File: config.mk
export PLATFORM = sky130hd
export DESIGN_NAME = bram_serial_port
export DESIGN_NICKNAME = d
export VERILOG_FILES = /design/src/rtl/bram_serial_pkg.sv /design/src/rtl/bram_serial_port.sv
export SDC_FILE = /design/constraint.sdc
export NUM_CORES = 1
export LEC_CHECK = 0
export CAP_MARGIN = 40
export CORE_ASPECT_RATIO = 1.4
export CORE_MARGIN = 3
export CORE_UTILIZATION = 50
export DETAILED_ROUTE_END_ITERATION = 10
export GPL_TIMING_DRIVEN = 0
export PLACE_DENSITY = 0.78
export SETUP_SLACK_MARGIN = 0.5
export SYNTH_ARGS = -nofsm -noshare
export SYNTH_HDL_FRONTEND = slang
export SYNTH_SLANG_ARGS = --single-unit
File: constraint.sdc
create_clock -name clk -period 2.84 [get_ports clk]
set_clock_uncertainty 0.2 [all_clocks]
set_input_delay 0.568 -clock clk [delete_from_list [all_inputs] [get_ports clk]]
set_output_delay 0.568 -clock clk [all_outputs]
set_load 0.005 [all_outputs]
File: src/rtl/bram_serial_pkg.sv
// Shared types and constants for the serial block-RAM access controller.
// The state encoding and op-bit values are common to the controller and its bench.
package bram_serial_pkg;

    typedef enum logic [2:0] {
        IDLE,
        RX_ADDR,
        RX_DATA,
        WRITE,
        READ_ADDR,
        READ_CAP,
        TX
    } state_t;

    localparam logic OP_READ  = 1'b0;
    localparam logic OP_WRITE = 1'b1;

    function automatic int max_int(input int a, input int b);
        return (a > b) ? a : b;
    endfunction

endpackage

File: src/rtl/bram_serial_port.sv
// Serial-side access controller: deserialises op/address/data frames into block-RAM
// accesses and shifts read words back out MSB first.
module bram_serial_port
    import bram_serial_pkg::*;
#(
    parameter int MEMORY_DEPTH = 4096,
    parameter int DATA_WIDTH   = 16
) (
    input  logic                            clk,
    input  logic                            rst,
    input  logic                            rx_valid,
    input  logic                            rx_bit,
    output logic                            tx_valid,
    output logic                            tx_bit,
    output logic                            busy,
    output logic                            mem_wr,
    output logic [DATA_WIDTH-1:0]           mem_data,
    output logic [$clog2(MEMORY_DEPTH)-1:0] mem_address,
    input  logic [DATA_WIDTH-1:0]           mem_q
);

    localparam int ADDRESS_WIDTH = $clog2(MEMORY_DEPTH);
    localparam int CNT_W         = $clog2(max_int(ADDRESS_WIDTH, DATA_WIDTH) + 1);

    localparam logic [CNT_W-1:0] ADDR_LAST = CNT_W'(ADDRESS_WIDTH - 1);
    localparam logic [CNT_W-1:0] DATA_LAST = CNT_W'(DATA_WIDTH - 1);

    state_t                  state;
    logic                    op;
    logic [CNT_W-1:0]        cnt;
    logic [DATA_WIDTH-1:0]   shreg;

    // Control path; the address and write-data registers double as shift registers
    always_ff @(posedge clk) begin
        if (rst) begin
            state       <= IDLE;
            op          <= OP_READ;
            cnt         <= '0;
            tx_valid    <= 1'b0;
            tx_bit      <= 1'b0;
            busy        <= 1'b0;
            mem_wr      <= 1'b0;
            mem_data    <= '0;
            mem_address <= '0;
        end else begin
            case (state)
                IDLE: begin
                    if (rx_valid) begin
                        op    <= rx_bit;
                        cnt   <= '0;
                        busy  <= 1'b1;
                        state <= RX_ADDR;
                    end
                end

                RX_ADDR: begin
                    if (rx_valid) begin
                        mem_address <= {mem_address[ADDRESS_WIDTH-2:0], rx_bit};
                        if (cnt == ADDR_LAST) begin
                            cnt   <= '0;
                            state <= (op == OP_WRITE) ? RX_DATA : READ_ADDR;
                        end else begin
                            cnt <= cnt + 1'b1;
                        end
                    end
                end

                RX_DATA: begin
                    if (rx_valid) begin
                        mem_data <= {mem_data[DATA_WIDTH-2:0], rx_bit};
                        if (cnt == DATA_LAST) begin
                            cnt    <= '0;
                            mem_wr <= 1'b1;
                            state  <= WRITE;
                        end else begin
                            cnt <= cnt + 1'b1;
                        end
                    end
                end

                WRITE: begin
                    mem_wr <= 1'b0;
                    cnt    <= '0;
                    busy   <= 1'b0;
                    state  <= IDLE;
                end

                READ_ADDR: begin
                    cnt   <= '0;
                    state <= READ_CAP;
                end

                READ_CAP: begin
                    tx_valid <= 1'b1;
                    tx_bit   <= mem_q[DATA_WIDTH-1];
                    cnt      <= '0;
                    state    <= TX;
                end

                TX: begin
                    if (cnt == DATA_LAST) begin
                        tx_valid <= 1'b0;
                        tx_bit   <= 1'b0;
                        cnt      <= '0;
                        busy     <= 1'b0;
                        state    <= IDLE;
                    end else begin
                        tx_bit <= shreg[DATA_WIDTH-2];
                        cnt    <= cnt + 1'b1;
                    end
                end

                default: begin
                    tx_valid <= 1'b0;
                    tx_bit   <= 1'b0;
                    mem_wr   <= 1'b0;
                    cnt      <= '0;
                    busy     <= 1'b0;
                    state    <= IDLE;
                end
            endcase
        end
    end

    // Read-data shift register; its MSB always mirrors the bit currently on tx_bit
    always_ff @(posedge clk) begin
        if (state == READ_CAP) begin
            shreg <= mem_q;
        end else if (state == TX) begin
            shreg <= shreg << 1;
        end
    end

endmodule

[Yosys cells after proc, flatten, opt, wreduce, memory -nomap -nowiden]
Index checks and enable logic that the tools add are counted.
Cells by class
  order comparisons: 0
  bitwise operators: 3
  reduce and logical (&&, ||, !) cells: 13
  mux-type cells: 25
  add/sub/neg operators: 1
  $mul: 0
  shift-type cells: 0
  equal/unequal tests: 14
  divide/modulo/power cells: 0
Operators with widths (count)
  15-bit 2-to-1 mux: 2
  5-bit 2-to-1 mux: 5
  3-bit 2-to-1 mux: 7
  5-bit case mux with 4 select lines: 1
  3-bit case mux with 6 select lines: 1
  2-bit != test (second input constant): 6
  5-bit by 4-bit equality test with 1-bit output (second input constant): 2
  5-bit OR reduction: 2
  3-bit equality test (second input constant): 3
  1-bit case mux with 3 select lines: 3
  3-bit AND reduction: 3
  2-bit AND reduction: 4
  3-bit by 2-bit equality test with 1-bit output (second input constant): 2
  6-bit AND reduction: 1
  5-bit by 1-bit adder with 5-bit output (second input constant): 1
  1-bit 2-to-1 mux: 5
  4-bit OR reduction: 1
  3-bit by 1-bit equality test with 1-bit output (second input constant): 1
  3-bit zero test: 1
  1-bit inverter: 3
  1-bit case mux with 2 select lines: 1
  2-bit nonzero test: 1
Word-level totals
  word-level logic and storage cells: 66
  memory bits (writable): 0
  output and inout port bits: 32
  memory bits (read-only): 0
  input bits: 20
  memories kept: 0
  register bits: 56
  latch bits: 0

[Depth between registers and ports, before layout]
Gate-level depths: netlist (run 1).
  word-level depth: 4
  depth in mapped cells: 6
  gate-level depth less buffers: 5

[Worst setup path after synthesis (run 1)]
OpenSTA, ideal clock, no wires.
  kind: reg-to-reg
  start point: reg state[2]
  end point: reg shreg[0], enable pin
  period minus slack after synthesis: 2453 ps
  buffers on the path: 1
  data arrival time: 1843 ps
  data required time: 2230 ps
  setup slack: 387 ps
  stages on the path, launching flop included: 3
  setup time: 410 ps
  cells stage by stage: dfxtp_1 clkbuf_1 a21boi_0
Between the ends
  word-level cells in the longest chain between the ends: 2
  elaborated cells on any way between the ends: 3
  those cells by class: 2 x eq/ne; 1 x reduce/logical
RTL lines
  from (decl): line bram_serial_port.sv:28  | state_t state;
  from (signal assigned): line bram_serial_port.sv:61  | state <= (op == OP_WRITE) ? RX_DATA : READ_ADDR;
  3-bit equality test, on equally long branches: line bram_serial_port.sv:127, bram_serial_port.sv:129
  2-bit nonzero test (no source line) (*)
  to (signal assigned): line bram_serial_port.sv:128  | shreg <= mem_q;
  to (signal assigned): line bram_serial_port.sv:130  | shreg <= shreg << 1;
  to (decl): line bram_serial_port.sv:31  | logic [DATA_WIDTH-1:0] shreg;
Every way passes the cells marked *; elsewhere a longest branch is shown, timed or not.
A chain may end at the register's enable or synchronous reset.

[Worst setup path after layout (run 1)]
  start point: in rx_valid
  end point: reg mem_data[8]
Between the ends
  word-level cells in the longest chain between the ends: 1
RTL lines
  from (decl): line bram_serial_port.sv:11  | input logic rx_valid,
  2-bit AND reduction (no source line)
  to (signal assigned): line bram_serial_port.sv:70  | mem_data <= {mem_data[DATA_WIDTH-2:0], rx_bit};
  to (decl): line bram_serial_port.sv:17  | output logic [DATA_WIDTH-1:0] mem_data,
Every way passes these cells.

==> results of run 1 <==
## how the worst max path moves through the flow
stage,from,end,slack (ps),cells after the start
6_report,rx_valid,mem_data[8],590,7
5_1_grt,rx_valid,mem_data[5],510,7
4_1_cts,rx_valid,mem_data[8],620,6
3_5_place_dp,rx_valid,mem_data[8],310,6
3_3_place_gp,rx_valid,mem_data[9],330,6
2_1_floorplan,state[2],shreg[0],770,2
## where the power goes
part	total [mW]	switching (mW)	internal (mW)
logic	0.109	0.0547	0.0548
clock network	0.447	0.247	0.199
registers	0.829	0.00769	0.822
## cell usage in the layout, fill, tap and decap left out, drive strengths merged, types with 4 or more instances in the layout
cell           instances
nand2                104
clkdlybuf4s50         51
dfxtp                 41
a21oi                 37
edfxtp                15
clkbuf                15
nor2                  13
o21ai                  9
buf                    7
nor3                   4
inv                    4
## critical path, cell delays in order
cell and delay [ps]:
clkdlybuf4s50_1 590, nand2b_1 210, or2_2 310, clkbuf_2 160, buf_2 210, nand2_1 90
a21oi_1 70
## registers in the layout (all words and copies together) (netlist names)
register,cells
state,3
mem_wr,1
tx_bit,1
tx_valid,1
mem_data,16
mem_address,12
shreg,15
op,1
cnt,5
busy,1
## cells by family (layout without fill, tap and decap cells)
kind of cell,count (synthesis),in the layout,share of synthesized area (%)
flops,56,56,54.5
mux,1,1,0.429
xor+xnor,1,1,0.375
buf+inv,17,77,3.11
compound gates,57,57,14.0
fa+ha+maj,2,2,1.07
simple gates,141,141,26.5
## what timing repair did
item	4_1_cts	5_1_grt
endpoints found under the setup margin	0	14
gates resized for setup	0	2
hold buffers	0	0
## final cells by class
class	count	area, sq um	area share, %
Clock inverter	1	6.26	0.207
Buffer	14	61.3	2.02
Inverter	3	11.3	0.372
Sequential cell	56	1270	42.0
Clock buffer	7	86.3	2.85
Multi-Input combinational cell	202	996	32.9
Tap cell	60	75.1	2.48
Timing Repair Buffer	52	522	17.2
## per-stage QoR
| step | hold slack, ps | std cells | utilization, % |
|---|---|---|---|
| after detailed placement | 246 | 387 | 66.9 |
| final | 257 | 395 | 69.2 |
| after CTS | 259 | 395 | 69.0 |
| after floorplan | 243 | 275 | - |
| after global routing | 283 | 395 | 69.2 |
| after global placement | 248 | 386 | 66.7 |
## routing by layer
metal	track usage [%]	wire, um	up-vias
met5	0	0	-
met4	6.29	64	0
met3	7.13	311	7
met2	31.9	2380	51
met1	24.6	2330	915
li1	-	-	1039
==> flow_metrics.tcl, run 1 <==
set metrics [dict create \
    status "finished clean" \
    crit_path_end_kind "register" \
    hold_viol 0 \
    whs_path_depth 2 \
    power_leakage_nw 1.07 \
    clock-root-buffer "clkbuf_8" \
    clkTransAtPathRegs_ps 90 \
    vdd_ir_drop_max_mv 0.310 \
    finalSetupTns_ps 0 \
    fill_cells 375 \
    placed_area_sq_mm 0.00293 \
    regToRegEndpoint "shreg[12]" \
    dp_hpwl_mm 3.68 \
    dieWidth_um 63.7 \
    rows 28 \
    fin_crit_ps 2250 \
    postRouteWirelength_mm 5.09 \
    drc 0 \
    r2r_slack_ps 880 \
    yosys_most_used_dff "dfxtp_1" \
    grt_overflow_total 0 \
    h-tree-depth 2 \
    fmax_mhz 445 \
    wl_per_cell_um 12.9 \
    vias_per_cell 5.09 \
    place.gp.congestion 0.890 \
    setup_ws_ps 594 \
    slew_headroom_pct 66.4 \
    ant_nets 0 \
    grt_pass1_vias 1902 \
    grt_max_degree 17 \
    maxCapViolCount 0 \
    worstPathRequired_ps 2820 \
    synthCells 275 \
    hold_class "reg -> reg" \
    io_pins 52 \
    synthTopCellsByCount "nand2_1, dfxtp_1, a21oi_1" \
    diodes 0 \
    coreArea_sq_mm 0.00438 \
    ys_warn_count 0 \
    port_buffers 51 \
    dp_slack_ps 306 \
    crit_arrival_ps 2220 \
    area_growth_pct 29.8 \
    rsz0062_at_grt "false" \
    netlist_area_sq_mm 0.00233 \
    clk_path_buf_depth 2 \
    worstSkewPairLatency_ps 310 \
    cts_tree "yes" \
    nets 356 \
    synth_nets 297 \
    p_total_mw 1.39 \
    post-route-cell-area_sq_mm 0.00303 \
    dieArea_sq_mm 0.00553 \
    post-cts-setup-buffers 0 \
    path_max_fanout 10 \
    firstDrtPassIters 4 \
    fp.dieH_um 86.8 \
    synthMostInstantiatedCell "nand2_1" \
    slew_violations 0 \
    yosysSeqAreaShare_pct 54.5 \
    setup_viol 0 \
    synthTopCellsByArea "dfxtp_1, edfxtp_1, nand2_1" \
    yosys.area.top_type "dfxtp_1" \
    powerDensity_mw_per_mm2 457 \
    synth_edf_count 15 \
    ys_ff_latch 56 \
    layout-drive-gt1-share_pct 8.36 \
    cts_made_buffers 5 \
    drtIter0Drc 94 \
    r2r_cells 3 \
    critPathKind "in -> reg" \
    tightest_slew_ps 496 \
    holdPathEnd "mem_data[15]" \
    rr_startpoint "state[2]" \
    fin_crit_sh_pct 79.1 \
    via_count 2012 \
    grt_pass1_wl_mm 8.65 \
    syn_avg_cell_area_sq_um 8.49 \
    clkSinkCount 56 \
    yosysUniqueCellTypes 38 \
    start_util_pct 53.3 \
    grt_usage_pct 19.8 \
    antenna_found_initial 0 \
    synth_top_area_share_pct 35.2 \
    async_flop_share_pct 0 \
    worstHoldStart "mem_data[15]" \
    startpoint_type "input port" \
]
Power figures use the tool's default switching activity.
==> run 2: changes to the inputs <==
==> constraint.sdc (replaced) <==
create_clock -name clk -period 2.1 [get_ports clk]
set_clock_uncertainty 0.2 [all_clocks]
set_input_delay 0.42 -clock clk [delete_from_list [all_inputs] [get_ports clk]]
set_output_delay 0.42 -clock clk [all_outputs]
set_load 0.005 [all_outputs]
==> run 2 against run 1 <==
Global-route usage grew 1.2 points. Sequential share of layout area shrank 2.8 points. Largest cell class unchanged. Sequential power grew 35%. Combinational power grew 72%. Via count grew 7.5%. Wire length grew 9.5%. Utilization grew 8.2 points. Clock power grew 26%.
==> flow_metrics.tcl, run 2 (same netlist as run 1, synthesis figures left out) <==
set metrics [dict create \
    status "finished clean" \
    p_int_mw 1.45 \
    fin_crit_ps 1780 \
    critPathKind "reg -> reg" \
    p_seq_share_pct 59.8 \
    wl_met1_mm 2.35 \
    power_leakage_nw 1.41 \
    hold_viol 0 \
    power_switching_mw 0.422 \
    ant_nets 0 \
    holdWs_ps 261 \
    tightest_slew_ps 426 \
    fill_cells 341 \
    maxUsedRoutingLayer "met4" \
    reg_top3 "mem_data (16), shreg (15), mem_address (12)" \
    regMostFlops "mem_data" \
    drc 0 \
    grt_pass1_wl_mm 9.28 \
    diodes 0 \
    nets 381 \
    place.gp.congestion 0.884 \
    h-tree-depth 2 \
    antenna_found_initial 0 \
    via_count 2162 \
    dp.cells 386 \
    powerDensity_mw_per_mm2 552 \
    grt_overflow_total 0 \
    postRouteWirelength_mm 5.57 \
    slew_violations 0 \
    worstSkewPairLatency_ps 310 \
    crit_arrival_ps 1810 \
    hold_buffers 0 \
    path_max_fanout 3 \
    vdd_ir_drop_max_mv 0.588 \
    vias_per_cell 5.15 \
    firstDrtPassIters 4 \
    largest_register_ff_count 16 \
    dp_hpwl_mm 3.65 \
    fp.dieH_um 86.8 \
    fmax_mhz 563 \
    final_common_cell "nand2_1" \
    rsz0062_at_grt "true" \
    dieWidth_um 63.7 \
    rows 28 \
    p_sw_share_pct 22.6 \
    start_util_pct 53.3 \
    layout.cells.non_filler 420 \
    startpoint_type "register" \
    crit_path_end_kind "register" \
    port_buffers 51 \
    io_pins 52 \
    area_growth_pct 45.2 \
    power_frac_comb_pct 10.0 \
    clock-root-buffer "clkbuf_8" \
    finalSetupTns_ps 0 \
    drtIter0Drc 94 \
    routed-wl-met2_mm 2.83 \
    clkTransAtPathRegs_ps 90 \
    layout-drive-gt1-share_pct 29.4 \
    worstPathRequired_ps 2140 \
    post-route-cell-area_sq_mm 0.00339 \
    wl_met3_um 312 \
    cts_made_buffers 5 \
    dieArea_sq_mm 0.00553 \
    clkSinkCount 56 \
    p_clk_share_pct 30.1 \
    slew_headroom_pct 71.6 \
    grt_max_degree 17 \
    grt_usage_pct 20.9 \
    placed_area_sq_mm 0.00296 \
    hold_class "reg -> reg" \
    setup_viol 0 \
    wl_per_cell_um 13.3 \
    coreArea_sq_mm 0.00438 \
    clk_path_buf_depth 2 \
    layout_common_cells "nand2_1, a21oi_1, dfxtp_2, dlygate4sd2_1, buf_4" \
    fin_crit_sh_pct 84.5 \
    maxCapViolCount 0 \
    grt_pass1_vias 2056 \
    cts_tree "yes" \
]
run 2: changes by cell type in the layout (fill, tap and decap cells not counted), moves of 4 or more:
cell and change:
dfxtp_1 -36, clkdlybuf4s50_1 -33, dfxtp_2 +32, dlygate4sd2_1 +32, buf_4 +22, buf_6 +6
buf_2 -5, clkbuf_1 -5, nand2_1 -5, nand2_2 +5, clkbuf_4 +4, dfxtp_4 +4
run 2: power groups by stage:
stage / Combinational [mW] / Sequential, mW / Clock [mW]
floorplan: 0.0799 / 1.15 / 0
global placement: 0.148 / 1.15 / 0
detailed placement: 0.148 / 1.15 / 0
CTS: 0.166 / 1.12 / 0.575
global route: 0.205 / 1.12 / 0.620
finish: 0.188 / 1.12 / 0.564
run 2: timing repair:
| action | 4_1_cts | 5_1_grt |
|---|---|---|
| pin swaps | 3 | 7 |
| buffers inserted | 20 | 6 |
| setup endpoints to repair | 100 | 51 |
| resized for setup | 86 | 30 |
run 2: final cells by class:
cell class                      instances  area, sq um  share of cell area (%)
Buffer                                 14          115                    3.40
Clock buffer                            7         76.3                    2.25
Clock inverter                          1         8.76                   0.258
Inverter                                3         11.3                   0.332
Multi-Input combinational cell        202         1070                    31.6
Sequential cell                        56         1330                    39.1
Tap cell                               60         75.1                    2.22
Timing Repair Buffer                   77          703                    20.8
run 2: path summary, 6_finish.rpt:
path,from,endpoint,slack [ps],depth (start not counted)
worst max-delay path,cnt[1],cnt[1],320,5
worst max register to register,cnt[1],cnt[1],320,5
worst min-delay path,mem_address[8],mem_address[9],260,2
worst min register to register,mem_address[8],mem_address[9],260,2
run 2: critical path: stages, from the launching register on:
cell and delay (ps):
dfxtp_4 360, ha_4 160, nor4bb_4 150, or3_4 360
a211o_4 350, o21ai_1 130
run 2: through the flow:
step	power, mW	util [%]	setup WS (ps)
final	1.87	77.4	325
after global routing	1.95	77.4	285
after CTS	1.86	74.8	338
after detailed placement	1.29	67.7	-280
after global placement	1.29	67.7	-269
after floorplan	1.23	-	400
run 2: metal layers:
layer	track usage, %	vias up
met5	0	-
met1	24.7	987
met3	5.19	10
met4	7.27	0
met2	36.9	72
li1	-	1093
